===== config.mk =====
export PLATFORM = sky130hd
export DESIGN_NAME = execute_stage_md
export DESIGN_NICKNAME = d
export VERILOG_FILES = /design/src/rtl/execute_stage_md.sv
export SDC_FILE = /design/constraint.sdc
export NUM_CORES = 2
export LEC_CHECK = 0
export CORE_MARGIN = 5
export CORE_UTILIZATION = 37
export DETAILED_ROUTE_END_ITERATION = 12
export HOLD_SLACK_MARGIN = 0.12
export PLACE_DENSITY = 0.62
export SLEW_MARGIN = 15
export SYNTH_ARGS = -nofsm -noshare
export SYNTH_HDL_FRONTEND = slang
export SYNTH_SLANG_ARGS = --single-unit

===== constraint.sdc =====
create_clock -name clk -period 21.5 [get_ports clk]
set_input_delay 4.3 -clock clk [delete_from_list [all_inputs] [get_ports clk]]
set_output_delay 4.3 -clock clk [all_outputs]
set_load 0.005 [all_outputs]

===== src/rtl/execute_stage_md.sv =====
// execute_stage_md: RV32IM execute stage with forwarding, branch/jump resolution,
// an iterative mul/div unit that stalls the front of the pipe, and the EX/MEM register.
module execute_stage_md #(
    parameter int XLEN        = 32,
    parameter int MUL_LATENCY = 2,
    parameter int DIV_ENABLE  = 1
) (
    input  logic            clk,
    input  logic            rst_n,
    input  logic            ValidE,
    input  logic            RegWriteE,
    input  logic            MemWriteE,
    input  logic            ALUSrcE,
    input  logic            BranchE,
    input  logic            JumpE,
    input  logic            JalrE,
    input  logic            MulDivE,
    input  logic            FlushE,
    input  logic [1:0]      ResultSrcE,
    input  logic [2:0]      Funct3E,
    input  logic [3:0]      ALUControlE,
    input  logic [XLEN-1:0] RD1_E,
    input  logic [XLEN-1:0] RD2_E,
    input  logic [XLEN-1:0] Imm_Ext_E,
    input  logic [XLEN-1:0] PCE,
    input  logic [XLEN-1:0] PCPlus4E,
    input  logic [XLEN-1:0] ResultW,
    input  logic [4:0]      RD_E,
    input  logic [1:0]      ForwardA_E,
    input  logic [1:0]      ForwardB_E,
    output logic            StallE,
    output logic            PCSrcE,
    output logic [XLEN-1:0] PCTargetE,
    output logic            RegWriteM,
    output logic            MemWriteM,
    output logic [1:0]      ResultSrcM,
    output logic [4:0]      RD_M,
    output logic [XLEN-1:0] PCPlus4M,
    output logic [XLEN-1:0] WriteDataM,
    output logic [XLEN-1:0] ALU_ResultM
);
    localparam int SW = $clog2(XLEN);
    localparam logic [XLEN-1:0] MIN_NEG = {1'b1, {(XLEN-1){1'b0}}};
    localparam logic [1:0] S_IDLE = 2'd0, S_MUL = 2'd1, S_DIV = 2'd2, S_DONE = 2'd3;
    logic [1:0]      state_q, state_d;
    logic [7:0]      cnt_q, cnt_d;
    logic [2:0]      fn_q, fn_d;
    logic [XLEN-1:0] a_q, a_d, b_q, b_d, r_q, r_d, q_q, q_d, d_q, d_d;
    logic [XLEN-1:0] src_a, src_b_raw, src_b, alu_res, jalr_sum;
    logic [XLEN-1:0] abs_a, abs_b, s_r, s_q, s_d, step_r, step_q;
    logic [XLEN:0]   rem_sh, diff;
    logic [2*XLEN-1:0] ma, mb, prod;
    logic [XLEN-1:0] quo, rem, mul_res, md_res;
    logic [SW-1:0]   shamt;
    logic            taken, idle, start, is_div, div_sgn, div_fast;
    logic            sgn_q, b_zero, ovf, sa, sb, ld_alu, ld_md, ld;
    always_comb begin
        src_a     = (ForwardA_E == 2'b01) ? ResultW : (ForwardA_E == 2'b10) ? ALU_ResultM : RD1_E;
        src_b_raw = (ForwardB_E == 2'b01) ? ResultW : (ForwardB_E == 2'b10) ? ALU_ResultM : RD2_E;
        src_b     = ALUSrcE ? Imm_Ext_E : src_b_raw;
        shamt     = src_b[SW-1:0];
    end
    always_comb begin
        alu_res = '0;
        case (ALUControlE)
            4'b0000: alu_res = src_a + src_b;
            4'b0001: alu_res = src_a - src_b;
            4'b0010: alu_res = src_a & src_b;
            4'b0011: alu_res = src_a | src_b;
            4'b0100: alu_res = src_a ^ src_b;
            4'b0101: alu_res = XLEN'($signed(src_a) < $signed(src_b));
            4'b0110: alu_res = XLEN'(src_a < src_b);
            4'b0111: alu_res = src_a << shamt;
            4'b1000: alu_res = src_a >> shamt;
            4'b1001: alu_res = $signed(src_a) >>> shamt;
            4'b1010: alu_res = src_b;
            default: alu_res = '0;
        endcase
    end
    always_comb begin
        taken = (Funct3E == 3'b000) ? (src_a == src_b_raw) :
                (Funct3E == 3'b001) ? (src_a != src_b_raw) :
                (Funct3E == 3'b100) ? ($signed(src_a) < $signed(src_b_raw)) :
                (Funct3E == 3'b101) ? ($signed(src_a) >= $signed(src_b_raw)) :
                (Funct3E == 3'b110) ? (src_a < src_b_raw) :
                (Funct3E == 3'b111) ? (src_a >= src_b_raw) : 1'b0;
        jalr_sum  = src_a + Imm_Ext_E;
        PCSrcE    = ValidE & ~FlushE & ~MulDivE & (JumpE | (BranchE & taken));
        PCTargetE = JalrE ? (jalr_sum & {{(XLEN-1){1'b1}}, 1'b0}) : PCE + Imm_Ext_E;
    end
    // The first restoring-division step runs in the start cycle on the live operands.
    always_comb begin
        idle     = state_q == S_IDLE;
        start    = idle & ValidE & MulDivE & ~FlushE;
        is_div   = Funct3E[2] && (DIV_ENABLE != 0);
        div_sgn  = ~Funct3E[0];
        abs_a    = (div_sgn & src_a[XLEN-1]) ? -src_a : src_a;
        abs_b    = (div_sgn & src_b_raw[XLEN-1]) ? -src_b_raw : src_b_raw;
        div_fast = (src_b_raw == '0) || (div_sgn && src_a == MIN_NEG && src_b_raw == '1);
        s_r      = idle ? '0 : r_q;
        s_q      = idle ? abs_a : q_q;
        s_d      = idle ? abs_b : d_q;
        rem_sh   = {s_r, s_q[XLEN-1]};
        diff     = rem_sh - {1'b0, s_d};
        step_r   = diff[XLEN] ? rem_sh[XLEN-1:0] : diff[XLEN-1:0];
        step_q   = {s_q[XLEN-2:0], ~diff[XLEN]};
        StallE   = rst_n & (start | ((state_q == S_MUL || state_q == S_DIV) & ~FlushE));
    end
    always_comb begin
        state_d = state_q;
        cnt_d   = cnt_q;
        fn_d    = fn_q;
        a_d     = a_q;
        b_d     = b_q;
        r_d     = r_q;
        q_d     = q_q;
        d_d     = d_q;
        if (idle) begin
            if (start) begin
                fn_d    = Funct3E;
                a_d     = src_a;
                b_d     = src_b_raw;
                r_d     = step_r;
                q_d     = step_q;
                d_d     = abs_b;
                state_d = !is_div ? ((MUL_LATENCY == 1) ? S_DONE : S_MUL) : div_fast ? S_DONE : S_DIV;
                cnt_d   = is_div ? 8'(XLEN - 2) : 8'(MUL_LATENCY - 2);
            end
        end else if (FlushE || state_q == S_DONE) begin
            state_d = S_IDLE;
        end else begin
            if (state_q == S_DIV) begin
                r_d = step_r;
                q_d = step_q;
            end
            cnt_d = cnt_q - 8'd1;
            if (cnt_q == '0) state_d = S_DONE;
        end
    end
    always_comb begin
        sgn_q   = ~fn_q[0];
        b_zero  = b_q == '0;
        ovf     = sgn_q && a_q == MIN_NEG && b_q == '1;
        quo     = b_zero ? '1 : ovf ? a_q : (sgn_q & (a_q[XLEN-1] ^ b_q[XLEN-1])) ? -q_q : q_q;
        rem     = b_zero ? a_q : ovf ? '0 : (sgn_q & a_q[XLEN-1]) ? -r_q : r_q;
        sa      = fn_q[1:0] == 2'b01 || fn_q[1:0] == 2'b10;
        sb      = fn_q[1:0] == 2'b01;
        ma      = {{XLEN{sa & a_q[XLEN-1]}}, a_q};
        mb      = {{XLEN{sb & b_q[XLEN-1]}}, b_q};
        prod    = ma * mb;
        mul_res = (fn_q[1:0] == 2'b00) ? prod[XLEN-1:0] : prod[2*XLEN-1:XLEN];
        md_res  = !fn_q[2] ? mul_res : (DIV_ENABLE == 0) ? '0 : fn_q[1] ? rem : quo;
        ld_alu  = ValidE & ~FlushE & ~StallE & (state_q != S_DONE);
        ld_md   = (state_q == S_DONE) & ~FlushE;
        ld      = ld_alu | ld_md;
    end
    always_ff @(posedge clk or negedge rst_n) begin
        if (!rst_n) begin
            state_q     <= S_IDLE;
            cnt_q       <= '0;
            fn_q        <= '0;
            a_q         <= '0;
            b_q         <= '0;
            r_q         <= '0;
            q_q         <= '0;
            d_q         <= '0;
            RegWriteM   <= 1'b0;
            MemWriteM   <= 1'b0;
            ResultSrcM  <= 2'b00;
            RD_M        <= 5'd0;
            PCPlus4M    <= '0;
            WriteDataM  <= '0;
            ALU_ResultM <= '0;
        end else begin
            state_q     <= state_d;
            cnt_q       <= cnt_d;
            fn_q        <= fn_d;
            a_q         <= a_d;
            b_q         <= b_d;
            r_q         <= r_d;
            q_q         <= q_d;
            d_q         <= d_d;
            RegWriteM   <= ld & RegWriteE;
            MemWriteM   <= ld & MemWriteE;
            ResultSrcM  <= ld ? ResultSrcE : 2'b00;
            RD_M        <= ld ? RD_E : 5'd0;
            PCPlus4M    <= ld ? PCPlus4E : '0;
            WriteDataM  <= ld ? src_b_raw : '0;
            ALU_ResultM <= ld_md ? md_res : ld_alu ? alu_res : '0;
        end
    end
endmodule


### Word-level counts from Yosys, hierarchy flattened

Index checks and enable logic that the tools add are counted.

* bits in registers: 278
* output and inout port bits: 139
* word-level logic and storage cells: 174

* muxes and demuxes: 52
* $mul: 1
* shift-type cells: 3
* order comparisons: 6
* reduce and logical (&&, ||, !) cells: 21
* add/sub/neg operators: 10
* equality and inequality tests: 33
* bitwise gates (word level): 33

Operators with widths (count)
* 2-to-1 mux 32 bit: 33
* case mux 32 bit (11 select lines): 1
* equality test 32 bit (second input constant): 4
* < comparator 32 bit: 4
* negator 32 bit: 4
* adder 32 bit: 3
* >= comparator 32 bit: 2
* zero test 32 bit: 2
* multiplier 33 x 33 -> 64 bit: 1
* subtractor 33 x 32 -> 33 bit: 1
* AND 32 bit: 1
* equality test 32 bit: 1
* != test 32 bit: 1
* bitwise OR 32 bit: 1
* << shifter 32 x 5 -> 32 bit: 1
* >> shifter 32 x 5 -> 32 bit: 1
* >>> shifter 32 x 5 -> 32 bit: 1
* subtractor 32 bit: 1
* XOR 32 bit: 1
* 2-to-1 mux 8 bit: 3
* AND 1 bit: 20
* equality test 4 x 3 -> 1 bit (second input constant): 4
* equality test 3 bit (second input constant): 4
* equality test 4 bit (second input constant): 3
* other kinds (24): 61

### Logic depth before layout (Yosys ltp)

* word-level depth: 13
* mapped depth: 34

### Worst setup path before layout

No wires, ideal clock.

* path kind: input to output
* start: input ForwardA_E[1]
* end: output PCTargetE[30]
* cell stages on the path: 16
* path slack: 9.293 ns
* data arrival time: 7.907 ns
* buffers on the path: 2
* data required time: 17.200 ns
* cells stage by stage: buf_4 buf_2 mux2i_1 inv_1 fa_1 nor2b_1 o21a_1 o21ai_0 a21oi_1 o21bai_1 nand2_1 a211o_1 a31oi_1 or4b_2 and3_1 o211ai_1

* word-level cells in the longest chain between the ends: 5

RTL lines
* from (decl): RTL line 29 `input logic [1:0] ForwardA_E,`
* equality test 2 bit: RTL line 58 `src_a = (ForwardA_E == 2'b01) ? ResultW : (ForwardA_E == 2'b10) ? ALU_ResultM : RD1_E;`
* 2-to-1 mux 32 bit: RTL line 58
* 2-to-1 mux 32 bit (*): RTL line 58
* net src_a[1]: RTL line 49 `logic [XLEN-1:0] src_a, src_b_raw, src_b, alu_res, jalr_sum;`
* adder 32 bit (*): RTL line 87 `jalr_sum = src_a + Imm_Ext_E;`
* 2-to-1 mux 32 bit (*): RTL line 89 `PCTargetE = JalrE ? (jalr_sum & {{(XLEN-1){1'b1}}, 1'b0}) : PCE + Imm_Ext_E;`
* to (decl): RTL line 33 `output logic [XLEN-1:0] PCTargetE,`

The timed path passes the listed nets; every way through them passes the cells marked *.

### Worst setup path after layout

* start: input ForwardB_E[1]
* end: output PCSrcE

* word-level cells in the longest chain between the ends: 13

RTL lines
* from (decl): RTL line 30 `input logic [1:0] ForwardB_E,`
* equality test 2 bit: RTL line 59 `src_b_raw = (ForwardB_E == 2'b01) ? ResultW : (ForwardB_E == 2'b10) ? ALU_ResultM : RD2_E;`
* 2-to-1 mux 32 bit: RTL line 59
* 2-to-1 mux 32 bit (*): RTL line 59
* >= comparator 32 bit: RTL line 86 `(Funct3E == 3'b111) ? (src_a >= src_b_raw) : 1'b0;`
* 2-to-1 mux 1 bit: RTL line 86
* 2-to-1 mux 1 bit: RTL line 85 `(Funct3E == 3'b110) ? (src_a < src_b_raw) :`
* 2-to-1 mux 1 bit: RTL line 84 `(Funct3E == 3'b101) ? ($signed(src_a) >= $signed(src_b_raw)) :`
* 2-to-1 mux 1 bit: RTL line 83 `(Funct3E == 3'b100) ? ($signed(src_a) < $signed(src_b_raw)) :`
* 2-to-1 mux 1 bit: RTL line 82 `(Funct3E == 3'b001) ? (src_a != src_b_raw) :`
* 2-to-1 mux 1 bit (*): RTL line 81 `taken = (Funct3E == 3'b000) ? (src_a == src_b_raw) :`
* AND 1 bit (*): RTL line 88 `PCSrcE = ValidE & ~FlushE & ~MulDivE & (JumpE | (BranchE & taken));`
* bitwise OR 1 bit (*): RTL line 88
* AND 1 bit (*): RTL line 88
* to (decl): RTL line 32 `output logic PCSrcE,`

Every way passes the cells marked *; elsewhere a longest branch is shown, timed or not.

==> results.cfg <==
[run_status]
status = finished clean

[yosys]
synthCells = 8437
seq_area_frac_synth = 0.100
synthAdderAreaFrac = 0.408
synthXorXnorAreaFrac = 0.0380
async_reset_ff_frac = 1.00
syn_nets = 10235
synth_seq_cells = 277
synthMuxAreaShare = 0.0265
synth_top_family_by_area = adder cells
yosys_warnings = 0
synth_edf_count = 0
synth_cell_type_count = 99
syn_area_per_cell_sq_um = 8.19
synth_compound_area_frac = 0.154
synth-main-ff-cell = dfrtp_1
synthSimpleGateAreaFrac = 0.169
syn-cell-area_sq_mm = 0.0691

[worst_setup_path]
rrSetupSlack_ps = 9530
cp.required_ps = 17200
critPathKind = in -> out
startpoint_type = input port
cp_max_fo = 19
arrival_ps = 9870
r2r_cells = 33
critPathCaptureType = output port

[clock_tree]
cts_tree = built
clk_latency_ps = 590
clk_pin_slew_ps = 50
postCtsHoldBufs = 0
cts_buffers = 37
cts-root-buf = clkbuf_16
clock_sinks = 277
cts_buffer_depth = 3
htree_levels = 2
cts_setup_buffers = 0
post_cts_resized = 0

[grt]
track_usage = 0.306
grt_max_degree = 100
antenna_found_initial = 22
gr-total-overflow = 0
grt_pass1_vias = 65199
grt_pass1_wl_um = 446000

[finish]
final_common_cell = inv_1
area_growth_pct = 10.6
layout-drive-gt1-share = 0.0473
final_nets = 10266
final_cell_mix = inv_1 (1336), nand2_1 (1236), fa_1 (1130), o21ai_0 (509), ha_1 (446)
fillers = 18773

[routing]
ant_nets = 0
drtIter0Drc = 5073
wire_per_inst_um = 27.8
vias = 62933
dr.pass1.iters = 6
vias_per_cell = 5.73
wl_um = 305000
remaining_drc_errors = 0

[hold_path]
hold_depth = 2
holdCritPathClass = reg -> reg

[floorplan]
dieArea_sq_mm = 0.196
start_util = 0.372
fp-row-count = 158
core_area_sq_mm = 0.186
io_pins = 360
die_w_um = 442
die_y_um = 442

[sta]
skew_ps = 29.1
slew_viol_final = 0
fmax_ghz = 0.0706
setup_viol = 0
fin_crit_ps = 14170
relSlewSlack = 0.179
finalHoldViolCount = 0
period_share = 0.659
setup_tns_ps = 0
rsz0062_at_grt = false
worst_slew_pin_slew_ps = 1220

[job]
timing.max_cap.violations = 0

[place]
hpwl_um = 244000
port_buffers = 359
place.gp.congestion = 1.07
-- cell usage after synthesis, types with 12 or more instances --
cell type / number / share of area
nor2b_1: 112 / 0.010
nand2b_1: 37 / 0.0033
o21ai_0: 509 / 0.037
o221ai_1: 36 / 0.0046
o21a_1: 37 / 0.0040
a41oi_1: 12 / 0.0015
dfrtp_1: 277 / 0.10
buf_1: 27 / 0.0015
o211ai_1: 47 / 0.0051
a211oi_1: 64 / 0.0070
o22ai_1: 36 / 0.0033
a21o_1: 120 / 0.013
a211o_1: 21 / 0.0027
a221oi_1: 31 / 0.0039
nor3_1: 104 / 0.0075
a21boi_0: 14 / 0.0015
mux2_2: 30 / 0.0049
fa_1: 1130 / 0.33
clkbuf_1: 481 / 0.026
o31ai_1: 32 / 0.0035
or2_2: 21 / 0.0019
or3_1: 34 / 0.0031
a21oi_1: 403 / 0.029
a22oi_1: 23 / 0.0025
o21ai_1: 26 / 0.0019
nor4_1: 37 / 0.0033
mux2i_1: 149 / 0.022
buf_2: 35 / 0.0025
xnor2_1: 183 / 0.023
inv_1: 1338 / 0.073
xor2_1: 114 / 0.014
and3_1: 48 / 0.0043
nand2_1: 1237 / 0.067
nand3_1: 95 / 0.0069
nand4_1: 53 / 0.0048
and2_1: 281 / 0.025
ha_1: 447 / 0.081
o21bai_1: 38 / 0.0041
a2111oi_0: 15 / 0.0019
nor2_1: 395 / 0.021
o22a_1: 18 / 0.0023
a31oi_1: 63 / 0.0057
or3b_2: 15 / 0.0019
-- worst max-delay path: stages --
cell             delay [ps]
clkdlybuf4s50_1         450
buf_4                   320
xor2_4                  710
buf_4                   420
o21ai_1                 100
buf_4                   190
ha_1                    530
nand4_1                 200
nor4_1                  790
nand2_1                 170
or3_1                   450
xor2_1                  160
nor2_1                   90
o21a_1                  120
nand4_1                 160
nand2_1                 110
clkdlybuf4s50_1         530
-- cell type report --
type / count / area, sq um / share of cell area
flip-flops and latches: 277 / 6940 / 0.0908
well taps: 2480 / 3100 / 0.0406
clock buffers: 50 / 1000 / 0.0131
clock inverters: 17 / 205 / 0.00268
multi-input cells: 6258 / 55100 / 0.721
repair buffers: 547 / 4990 / 0.0652
inverters: 1347 / 5060 / 0.0661
diodes: 12 / 30.0 / 0.000393
-- layer usage --
metal  GRT usage  vias up  part of all wire
li1            -    27200                 -
met1       0.375    32023              0.39
met2       0.497     2952              0.46
met3      0.0495      748             0.072
met4       0.204       10             0.082
met5           0        -           0.00023
-- stage by stage --
stage / setup WS [ps] / std cells / hold slack [ps] / utilization / cell area, sq um
after floorplan: 9290 / 8437 / 445 / - / 69100
after global placement: 7320 / 10909 / 456 / 0.405 / 75200
final: 7330 / 10988 / 475 / 0.412 / 76400
after CTS: 7330 / 10976 / 477 / 0.412 / 76400
after global routing: 7080 / 10979 / 492 / 0.412 / 76400
after detailed placement: 7350 / 10909 / 465 / 0.405 / 75200
-- logic make-up (layout without fill, tap and decap cells) --
kind of cell               count (synthesis)  count (layout)
muxes                                    179             179
AOI/OAI and AO/OA                       1677            1677
xor gates and xnor gates                 298             298
other                                      0              12
DFF                                      277             277
buffers and inverters                   1902            1961
adders and majority gates               1577            1577
and+or+nand+nor                         2527            2527
-- worst paths after layout --
kind,start,end
min,d_q[1],d_q[1]
min reg2reg,d_q[1],d_q[1]
max,ForwardB_E[1],PCSrcE
max reg2reg,fn_q[1],ALU_ResultM[31]
max in group asynchronous,rst_n,a_q[31]
min in group asynchronous,rst_n,RD_M[1]
-- sequential cells by signal (all words and copies together), names as in the netlist --
name,count
WriteDataM,32
q_q,32
cnt_q,8
ResultSrcM,2
d_q,31
ALU_ResultM,32
b_q,32
a_q,32
MemWriteM,1
RegWriteM,1
state_q,2
PCPlus4M,32
RD_M,5
fn_q,3
r_q,32
Power is left out: the tool's default activity adds up to more than one toggle a clock period on the data nets, which glitch-free logic cannot reach.
